**config.mk**
```make
export PLATFORM = sky130hd
export DESIGN_NAME = axis_period_packer_flat
export DESIGN_NICKNAME = d
export VERILOG_FILES = /design/src/rtl/axis_pkg.sv /design/src/rtl/axis_period_packer_if.sv /design/src/rtl/axis_sync_fifo.sv /design/src/rtl/axis_period_packer.sv /design/src/flat_wrapper.sv
export SDC_FILE = /design/constraint.sdc
export NUM_CORES = 1
export LEC_CHECK = 0
export ABC_AREA = 1
export CAP_MARGIN = 20
export CORE_UTILIZATION = 45
export CTS_CLUSTER_DIAMETER = 40
export DETAILED_ROUTE_END_ITERATION = 16
export SYNTH_ARGS = -nofsm -noshare
export SYNTH_HDL_FRONTEND = slang
export SYNTH_SLANG_ARGS = --single-unit
```
**constraint.sdc**
```tcl
create_clock -name aclk -period 11.3 [get_ports aclk]
set_clock_uncertainty 0.1 [all_clocks]
set_input_delay 2.26 -clock aclk [delete_from_list [all_inputs] [get_ports aclk]]
set_output_delay 2.26 -clock aclk [all_outputs]
set_load 0.1 [all_outputs]
```
**src/rtl/axis_pkg.sv**
```systemverilog
// Shared types and constants for the period packer slice.
//   PERIOD_W              : width of the period counter / result
//   C_AXIS_DATA_WIDTH_DEF : default stream data width
//   meas_state_e          : period measurement FSM states
//   sat_inc               : saturating increment of a period count
package axis_pkg;
  localparam int PERIOD_W              = 16;
  localparam int C_AXIS_DATA_WIDTH_DEF = 32;

  typedef enum logic {IDLE, MEASURE} meas_state_e;

  function automatic logic [PERIOD_W-1:0] sat_inc(input logic [PERIOD_W-1:0] v);
    return (&v) ? v : v + 1'b1;
  endfunction
endpackage

```
**src/rtl/axis_period_packer_if.sv**
```systemverilog
// AXI-Stream bundle used on both sides of the packer.
//   tdata/tvalid/tlast : source -> sink
//   tready             : sink -> source
// master modport drives the payload, slave modport drives tready.
interface axis_period_packer_if
  import axis_pkg::*;
#(
  parameter int W = C_AXIS_DATA_WIDTH_DEF
) ();
  logic [W-1:0] tdata;
  logic         tvalid;
  logic         tready;
  logic         tlast;

  modport master (output tdata, output tvalid, output tlast, input  tready);
  modport slave  (input  tdata, input  tvalid, input  tlast, output tready);
endinterface

```
**src/rtl/axis_sync_fifo.sv**
```systemverilog
// Synchronous FIFO with first-word fall-through from registered storage.
//   clk/rst            : clock, synchronous active-high reset
//   wr_en/wr_data/full : write side (writes ignored while full)
//   rd_en/rd_data/empty: read side; rd_data shows the head, 0 while empty
//   level              : occupancy 0..DEPTH
module axis_sync_fifo #(
  parameter int W     = 32,
  parameter int DEPTH = 16
) (
  input  logic                     clk,
  input  logic                     rst,
  input  logic                     wr_en,
  input  logic [W-1:0]             wr_data,
  output logic                     full,
  input  logic                     rd_en,
  output logic [W-1:0]             rd_data,
  output logic                     empty,
  output logic [$clog2(DEPTH):0]   level
);
  localparam int AW = $clog2(DEPTH);

  // Extra MSB on each pointer separates full from empty.
  logic [AW:0]  wr_ptr, rd_ptr;
  logic [W-1:0] mem [DEPTH];
  logic         wr_fire, rd_fire;

  assign level   = wr_ptr - rd_ptr;
  assign full    = (level == (AW+1)'(DEPTH));
  assign empty   = (level == '0);
  assign wr_fire = wr_en && !full;
  assign rd_fire = rd_en && !empty;
  // Zeroed while empty so stale storage never leaks onto the bus.
  assign rd_data = empty ? '0 : mem[rd_ptr[AW-1:0]];

  always_ff @(posedge clk) begin
    if (rst) begin
      wr_ptr <= '0;
      rd_ptr <= '0;
    end else begin
      if (wr_fire) wr_ptr <= wr_ptr + 1'b1;
      if (rd_fire) rd_ptr <= rd_ptr + 1'b1;
    end
  end

  always_ff @(posedge clk) begin
    if (wr_fire) mem[wr_ptr[AW-1:0]] <= wr_data;
  end
endmodule

```
**src/rtl/axis_period_packer.sv**
```systemverilog
// Buffers an LFSR AXI-Stream through a FIFO, re-emits it with tlast every
// PKT_LEN beats, and measures the input sequence period.
//   aclk, areset          : clock, synchronous active-high reset
//   s_axis (slave)        : input stream (tlast ignored)
//   m_axis (master)       : framed output stream
//   clear                 : restart period measurement
//   period, period_valid  : last completed period in accepted input beats
//   fifo_level            : FIFO occupancy
module axis_period_packer
  import axis_pkg::*;
#(
  parameter int C_AXIS_DATA_WIDTH = C_AXIS_DATA_WIDTH_DEF,
  parameter int FIFO_DEPTH        = 16,
  parameter int PKT_LEN           = 16
) (
  input  logic                          aclk,
  input  logic                          areset,
  axis_period_packer_if.slave           s_axis,
  axis_period_packer_if.master          m_axis,
  input  logic                          clear,
  output logic [PERIOD_W-1:0]           period,
  output logic                          period_valid,
  output logic [$clog2(FIFO_DEPTH):0]   fifo_level
);
  localparam int BW = (PKT_LEN > 1) ? $clog2(PKT_LEN) : 1;

  logic full, empty, in_acc, out_done;
  logic unused_s_tlast;

  assign unused_s_tlast = s_axis.tlast;

  // Ready is held low during reset so nothing is accepted in that cycle.
  assign s_axis.tready = !full && !areset;
  assign in_acc        = s_axis.tvalid && s_axis.tready;
  assign m_axis.tvalid = !empty;
  assign out_done      = m_axis.tvalid && m_axis.tready;

  axis_sync_fifo #(
    .W     (C_AXIS_DATA_WIDTH),
    .DEPTH (FIFO_DEPTH)
  ) u_fifo (
    .clk     (aclk),
    .rst     (areset),
    .wr_en   (in_acc),
    .wr_data (s_axis.tdata),
    .full    (full),
    .rd_en   (m_axis.tready),
    .rd_data (m_axis.tdata),
    .empty   (empty),
    .level   (fifo_level)
  );

  // Packet framing: counts completed output beats.
  logic [BW-1:0] beat_cnt;
  logic          beat_last;

  assign beat_last   = (beat_cnt == BW'(PKT_LEN-1));
  assign m_axis.tlast = !empty && beat_last;

  always_ff @(posedge aclk) begin
    if (areset)        beat_cnt <= '0;
    else if (out_done) beat_cnt <= beat_last ? '0 : beat_cnt + 1'b1;
  end

  // Period measurement FSM, driven by input handshakes only.
  meas_state_e                  state, state_nx;
  logic [C_AXIS_DATA_WIDTH-1:0] ref_word, ref_word_nx;
  logic [PERIOD_W-1:0]          pcnt, pcnt_nx, pcnt_inc;
  logic [PERIOD_W-1:0]          period_nx;
  logic                         period_valid_nx;

  assign pcnt_inc = sat_inc(pcnt);

  always_ff @(posedge aclk) begin
    if (areset) state <= IDLE;
    else        state <= state_nx;
  end

  always_comb begin
    state_nx = state;
    if (clear) begin
      state_nx = IDLE;
    end else begin
      case (state)
        IDLE:    if (in_acc) state_nx = MEASURE;
        MEASURE: state_nx = MEASURE;
        default: state_nx = IDLE;
      endcase
    end
  end

  // clear wins over a coincident beat: that beat is not taken as reference.
  always_comb begin
    ref_word_nx     = ref_word;
    pcnt_nx         = pcnt;
    period_nx       = period;
    period_valid_nx = period_valid;
    if (clear) begin
      period_nx       = '0;
      period_valid_nx = 1'b0;
    end else if (in_acc) begin
      if (state == IDLE) begin
        ref_word_nx = s_axis.tdata;
        pcnt_nx     = '0;
      end else if (s_axis.tdata == ref_word) begin
        period_nx       = pcnt_inc;
        period_valid_nx = 1'b1;
        pcnt_nx         = '0;
      end else begin
        pcnt_nx = pcnt_inc;
      end
    end
  end

  always_ff @(posedge aclk) begin
    if (areset) begin
      ref_word     <= '0;
      pcnt         <= '0;
      period       <= '0;
      period_valid <= 1'b0;
    end else begin
      ref_word     <= ref_word_nx;
      pcnt         <= pcnt_nx;
      period       <= period_nx;
      period_valid <= period_valid_nx;
    end
  end
endmodule

```
**src/flat_wrapper.sv**
```systemverilog
// flat-port wrapper written by rule: the top's interface ports become plain ports
module axis_period_packer_flat import axis_pkg::*;
#(
  parameter int C_AXIS_DATA_WIDTH = C_AXIS_DATA_WIDTH_DEF,
  parameter int FIFO_DEPTH        = 16,
  parameter int PKT_LEN           = 16
)
  (aclk, areset, clear, period, period_valid, fifo_level, s_axis_tdata, s_axis_tvalid, s_axis_tlast, s_axis_tready, m_axis_tdata, m_axis_tvalid, m_axis_tlast, m_axis_tready);
  axis_period_packer_if #(.W((32))) s_axis_i ();
  axis_period_packer_if #(.W((32))) m_axis_i ();
  input  logic aclk;
  input  logic areset;
  input  logic clear;
  output logic [PERIOD_W-1:0] period;
  output logic period_valid;
  output logic [$clog2(FIFO_DEPTH):0] fifo_level;
  input wire logic [$bits(s_axis_i.tdata)-1:0] s_axis_tdata;
  input wire logic [$bits(s_axis_i.tvalid)-1:0] s_axis_tvalid;
  input wire logic [$bits(s_axis_i.tlast)-1:0] s_axis_tlast;
  output wire logic [$bits(s_axis_i.tready)-1:0] s_axis_tready;
  output wire logic [$bits(m_axis_i.tdata)-1:0] m_axis_tdata;
  output wire logic [$bits(m_axis_i.tvalid)-1:0] m_axis_tvalid;
  output wire logic [$bits(m_axis_i.tlast)-1:0] m_axis_tlast;
  input wire logic [$bits(m_axis_i.tready)-1:0] m_axis_tready;
  assign s_axis_i.tdata = s_axis_tdata;
  assign s_axis_i.tvalid = s_axis_tvalid;
  assign s_axis_i.tlast = s_axis_tlast;
  assign s_axis_tready = s_axis_i.tready;
  assign m_axis_tdata = m_axis_i.tdata;
  assign m_axis_tvalid = m_axis_i.tvalid;
  assign m_axis_tlast = m_axis_i.tlast;
  assign m_axis_i.tready = m_axis_tready;
  axis_period_packer #(.C_AXIS_DATA_WIDTH(C_AXIS_DATA_WIDTH), .FIFO_DEPTH(FIFO_DEPTH), .PKT_LEN(PKT_LEN)) u_core (.aclk(aclk), .areset(areset), .s_axis(s_axis_i), .m_axis(m_axis_i), .clear(clear), .period(period), .period_valid(period_valid), .fifo_level(fifo_level));
endmodule
```
==> metrics.txt <==
# TYPE chip_impl_metric gauge
chip_impl_metric{name="floorplan.die.height",unit="um"} 237
chip_impl_metric{name="post_synth_instance_area",unit="mm^2"} 0.0249
chip_impl_metric{name="post_synthesis_to_final_layout_area_growth",unit="%"} 19.0
chip_impl_metric{name="synthCells",unit=""} 2226
chip_impl_metric{name="cts.sink_count",unit=""} 596
chip_impl_metric{name="syn_avg_cell_area",unit="um^2"} 11.2
chip_impl_metric{name="grt_max_degree",unit=""} 105
chip_impl_metric{name="post-route-period-util",unit=""} 0.656
chip_impl_metric{name="route.detailed.wl_per_inst",unit="um"} 20.4
chip_impl_info{name="worstSetupStartpointType",value="register"} 1
chip_impl_info{name="unrepaired_setup_endpoints_after_global_routing",value="no"} 1
chip_impl_metric{name="dpl-instance-area",unit="mm^2"} 0.0264
chip_impl_metric{name="clock.fmax",unit="MHz"} 135
chip_impl_metric{name="power.density_cell_area",unit="mW/mm^2"} 217
chip_impl_metric{name="timing.slew.headroom",unit=""} 0.294
chip_impl_info{name="worstHoldPathType",value="register to register"} 1
chip_impl_metric{name="vias_per_cell",unit=""} 5.51
chip_impl_metric{name="path_max_fanout",unit=""} 104
chip_impl_metric{name="grt_first_pass_wirelength",unit="um"} 96100
chip_impl_metric{name="place_ws",unit="ns"} 4.16
chip_impl_info{name="timing.critical_path.to_type",value="output pin"} 1
chip_impl_metric{name="fin_setup_tns",unit="ns"} 0
chip_impl_info{name="clk_root_buffer_cell",value="sky130_fd_sc_hd__clkbuf_16"} 1
chip_impl_metric{name="die-width",unit="um"} 237
chip_impl_metric{name="firstDrtPassIters",unit=""} 5
chip_impl_info{name="path_common_cell",value="sky130_fd_sc_hd__nand2_1"} 1
chip_impl_metric{name="finalHoldViolCount",unit=""} 0
chip_impl_metric{name="std_cell_rows",unit=""} 85
chip_impl_metric{name="fillers",unit=""} 4590
chip_impl_metric{name="ys_ff_latch",unit=""} 596
chip_impl_metric{name="htree_num_levels",unit=""} 3
chip_impl_metric{name="detailedPlacementHpwl",unit="um"} 31900
chip_impl_metric{name="initial_core_util",unit=""} 0.458
chip_impl_metric{name="globalRouteOverflowTotal",unit=""} 0
chip_impl_metric{name="cp_depth",unit=""} 9
chip_impl_metric{name="core_area",unit="mm^2"} 0.0542
chip_impl_metric{name="cap_viol_max_count",unit=""} 0
chip_impl_metric{name="route.final.wire_length",unit="um"} 62800
chip_impl_metric{name="worstHoldPathCells",unit=""} 2
chip_impl_metric{name="synth.lib_cells_used.distinct",unit=""} 36
chip_impl_metric{name="layout.cell_area.non_filler",unit="mm^2"} 0.0296
chip_impl_metric{name="cts_buffers",unit=""} 92
chip_impl_metric{name="io-pin-count",unit=""} 95
chip_impl_metric{name="vdd_drop_max",unit="V"} 0.000149
chip_impl_metric{name="power_leakage",unit="nW"} 10.5
chip_impl_metric{name="layout.cells.non_filler",unit=""} 3085
chip_impl_metric{name="clk_transition_reported_paths",unit="ns"} 0.05
chip_impl_info{name="tritoncts",value="done"} 1
chip_impl_metric{name="worstPathRequired",unit="ns"} 8.94
chip_impl_metric{name="reg2reg_depth",unit=""} 14
chip_impl_metric{name="place_congestion",unit=""} 0.843
chip_impl_metric{name="cts_hold_buffers",unit=""} 0
chip_impl_metric{name="postSynthNetCount",unit=""} 2276
chip_impl_metric{name="cts.repair_timing.setup_buffer_count",unit=""} 0
chip_impl_metric{name="io_buffer_count",unit=""} 93
chip_impl_info{name="cell_by_cell_trace_of_the_critical_path",value="inv_6 -> buf_4 -> nand2_1 -> a22oi_1 -> nand2_1 -> o211ai_1 -> nand2_1 -> nor2_1 -> clkdlybuf4s50_1"} 1
chip_impl_metric{name="die_area",unit="mm^2"} 0.0562
chip_impl_metric{name="yosysWarningCount",unit=""} 0
chip_impl_metric{name="antenna_found_initial",unit=""} 3
chip_impl_metric{name="report.final.setup_viol",unit=""} 0
chip_impl_info{name="critical_path_class",value="register to output pin"} 1
chip_impl_metric{name="worstPathBufferInverterCount",unit=""} 3
chip_impl_info{name="critical_path.slowest_cell",value="sky130_fd_sc_hd__clkdlybuf4s50_1"} 1
chip_impl_info{name="status",value="finished clean"} 1
chip_impl_metric{name="first_global_vias",unit=""} 16700
chip_impl_metric{name="globalRouteTotalUtil",unit=""} 0.225
chip_impl_metric{name="timing.final.max_slew_violations",unit=""} 0
chip_impl_metric{name="dp_cells",unit=""} 2915
chip_impl_metric{name="drc",unit=""} 0
chip_impl_metric{name="max_stage_delay",unit="ns"} 1.20
chip_impl_metric{name="synth_seq_area_share",unit=""} 0.686
chip_impl_metric{name="min_period",unit="ns"} 7.41
chip_impl_metric{name="worst_ep_arrival_time",unit="ns"} 5.05
chip_impl_metric{name="drt_first_iter_violations",unit=""} 1448
chip_impl_metric{name="postLayoutSetupSlackWorst",unit="ns"} 3.89
chip_impl_metric{name="via_count",unit=""} 17000
chip_impl_metric{name="max_slew.worst_pin.slew",unit="ns"} 1.06
chip_impl_metric{name="cts-root-to-sink-buffers",unit=""} 3
chip_impl_metric{name="drt.antenna.violating_nets",unit=""} 0
chip_impl_metric{name="clock_insertion_delay_worst_skew",unit="ns"} 0.62
chip_impl_metric{name="cts-resized-gates",unit=""} 0
chip_impl_metric{name="drive_gt1_frac",unit=""} 0.0976
chip_impl_metric{name="hold_slack",unit="ns"} 0.375
chip_impl_info{name="path_delay_family",value="buffers and inverters"} 1
chip_impl_metric{name="fin_nets",unit=""} 2364
==> registers in the layout, indices dropped and copies added (netlist names), named ones only <==
name and cells:
u_core.period_valid 1, u_core.beat_cnt 4, u_core.state 1, u_core.u_fifo.wr_ptr 5, u_core.pcnt 16, u_core.u_fifo.rd_ptr 5, u_core.ref_word 32, u_core.u_fifo.mem 512
u_core.period 16
==> through the flow <==
stage                util  total power, W
finish              0.545         0.00643
global route        0.545         0.00666
CTS                 0.545         0.00648
detailed placement  0.488         0.00365
global placement    0.488         0.00364
floorplan               -         0.00335
==> per-layer routing <==
layer | wire length [um] | vias to the layer above | GRT usage | part of all wire
met5 | 24 | - | 0 | 0.00038
met4 | 1590 | 4 | 0.0758 | 0.025
met3 | 4050 | 118 | 0.0424 | 0.064
met2 | 29600 | 551 | 0.365 | 0.47
met1 | 27600 | 8275 | 0.305 | 0.44
li1 | - | 8051 | - | -
==> layout by cell type, fill, tap and decap left out, drive strengths merged, types with 3 or more instances in the layout <==
| cell | count |
|---|---|
| o211ai | 43 |
| ha | 11 |
| clkdlybuf4s50 | 92 |
| clkinvlp | 11 |
| nand2 | 664 |
| xnor2 | 16 |
| nor2 | 132 |
| nor3 | 4 |
| edfxtp | 512 |
| o311ai | 21 |
| xor2 | 11 |
| a21oi | 259 |
| dfxtp | 84 |
| o21ai | 24 |
| bufinv | 10 |
| inv | 133 |
| or2 | 3 |
| nand4 | 8 |
| buf | 40 |
| a32o | 43 |
| clkbuf | 98 |
| clkinv | 30 |
| a22oi | 64 |
| nand3 | 70 |
==> cell families (layout without fill, tap and decap cells) <==
group / count (synthesis) / in the layout / share of synthesized area
fa+ha+maj: 12 / 12 / 0.00634
xor+xnor: 27 / 27 / 0.00952
simple gates: 883 / 883 / 0.140
flops: 596 / 596 / 0.686
compound gates: 456 / 456 / 0.115
buf+inv: 252 / 414 / 0.0427
other cells: 0 / 1 / 0
==> cell usage after synthesis <==
library cell | n | area, um^2
sky130_fd_sc_hd__a32o_1 | 43 | 430
sky130_fd_sc_hd__nor3b_1 | 1 | 7.51
sky130_fd_sc_hd__nor2_1 | 128 | 480
sky130_fd_sc_hd__o311ai_0 | 21 | 184
sky130_fd_sc_hd__inv_1 | 111 | 417
sky130_fd_sc_hd__o211ai_1 | 43 | 323
sky130_fd_sc_hd__nand4_4 | 1 | 21.3
sky130_fd_sc_hd__nor3_1 | 4 | 20.0
sky130_fd_sc_hd__a22oi_1 | 64 | 480
sky130_fd_sc_hd__edfxtp_1 | 512 | 15400
sky130_fd_sc_hd__nand2_1 | 662 | 2480
sky130_fd_sc_hd__ha_1 | 11 | 138
sky130_fd_sc_hd__dfxtp_1 | 84 | 1680
sky130_fd_sc_hd__xor2_1 | 11 | 96.3
sky130_fd_sc_hd__nand3_2 | 1 | 10.0
sky130_fd_sc_hd__nand3b_1 | 1 | 7.51
sky130_fd_sc_hd__buf_1 | 8 | 30.0
sky130_fd_sc_hd__or2_2 | 3 | 18.8
sky130_fd_sc_hd__inv_2 | 3 | 11.3
sky130_fd_sc_hd__a21oi_1 | 259 | 1300
sky130_fd_sc_hd__clkbuf_2 | 1 | 5.00
sky130_fd_sc_hd__o21a_1 | 1 | 7.51
sky130_fd_sc_hd__nand3_1 | 68 | 340
sky130_fd_sc_hd__nand4_1 | 7 | 43.8
sky130_fd_sc_hd__nand2_2 | 2 | 12.5
sky130_fd_sc_hd__buf_2 | 52 | 260
sky130_fd_sc_hd__o21bai_1 | 1 | 7.51
sky130_fd_sc_hd__buf_4 | 3 | 22.5
sky130_fd_sc_hd__xnor2_1 | 16 | 140
sky130_fd_sc_hd__nor2_2 | 4 | 25.0
sky130_fd_sc_hd__o21ai_1 | 1 | 5.00
sky130_fd_sc_hd__clkbuf_1 | 69 | 259
sky130_fd_sc_hd__o21ai_0 | 23 | 115
sky130_fd_sc_hd__fa_1 | 1 | 20.0
sky130_fd_sc_hd__buf_6 | 5 | 56.3
sky130_fd_sc_hd__nand3_4 | 1 | 17.5
==> layout make-up <==
| cell class | count | area (um^2) | share of cell area |
|---|---|---|---|
| inverter | 114 | 438 | 0.0148 |
| clock inverter | 70 | 776 | 0.0262 |
| multi-input combinational | 1378 | 6860 | 0.232 |
| sequential | 596 | 17100 | 0.577 |
| timing repair buffer | 132 | 1230 | 0.0414 |
| tap | 696 | 871 | 0.0294 |
| clock buffer | 98 | 2350 | 0.0793 |
| antenna | 1 | 2.50 | 0.0000846 |
==> worst reg2reg max path, stage by stage (launching register included) <==
cell	delay [ns]
sky130_fd_sc_hd__dfxtp_1	0.34
sky130_fd_sc_hd__inv_1	0.17
sky130_fd_sc_hd__ha_1	0.18
sky130_fd_sc_hd__inv_1	0.06
sky130_fd_sc_hd__fa_1	0.39
sky130_fd_sc_hd__nand3_1	0.10
sky130_fd_sc_hd__nand2_1	0.06
sky130_fd_sc_hd__nand2_1	0.14
sky130_fd_sc_hd__nand2_2	0.08
sky130_fd_sc_hd__nand3_2	0.09
sky130_fd_sc_hd__nand3_4	0.17
sky130_fd_sc_hd__inv_2	0.64
sky130_fd_sc_hd__nand2_1	0.45
sky130_fd_sc_hd__nor2_4	0.16
sky130_fd_sc_hd__buf_4	0.59
==> where the power goes <==
part / internal [W] / leakage [nW] / switching, W / total [W]
combinational: 0.000291 / 3.66 / 0.000857 / 0.00115
sequential: 0.00242 / 5.30 / 0.0000411 / 0.00246
clock: 0.00176 / 1.50 / 0.00106 / 0.00283
==> worst paths after layout <==
| check | from | endpoint | slack, ns |
|---|---|---|---|
| setup / recovery | register | m_axis_tdata[1] | 3.89 |
| hold / removal | u_core.ref_word[26] | u_core.ref_word[26] | 0.38 |
| setup reg to reg | u_core.u_fifo.wr_ptr[0] | u_core.u_fifo.mem[0][10] | 7.15 |
| hold reg to reg | u_core.ref_word[26] | u_core.ref_word[26] | 0.38 |
No activity file was read; power rests on OpenSTA's default activity.
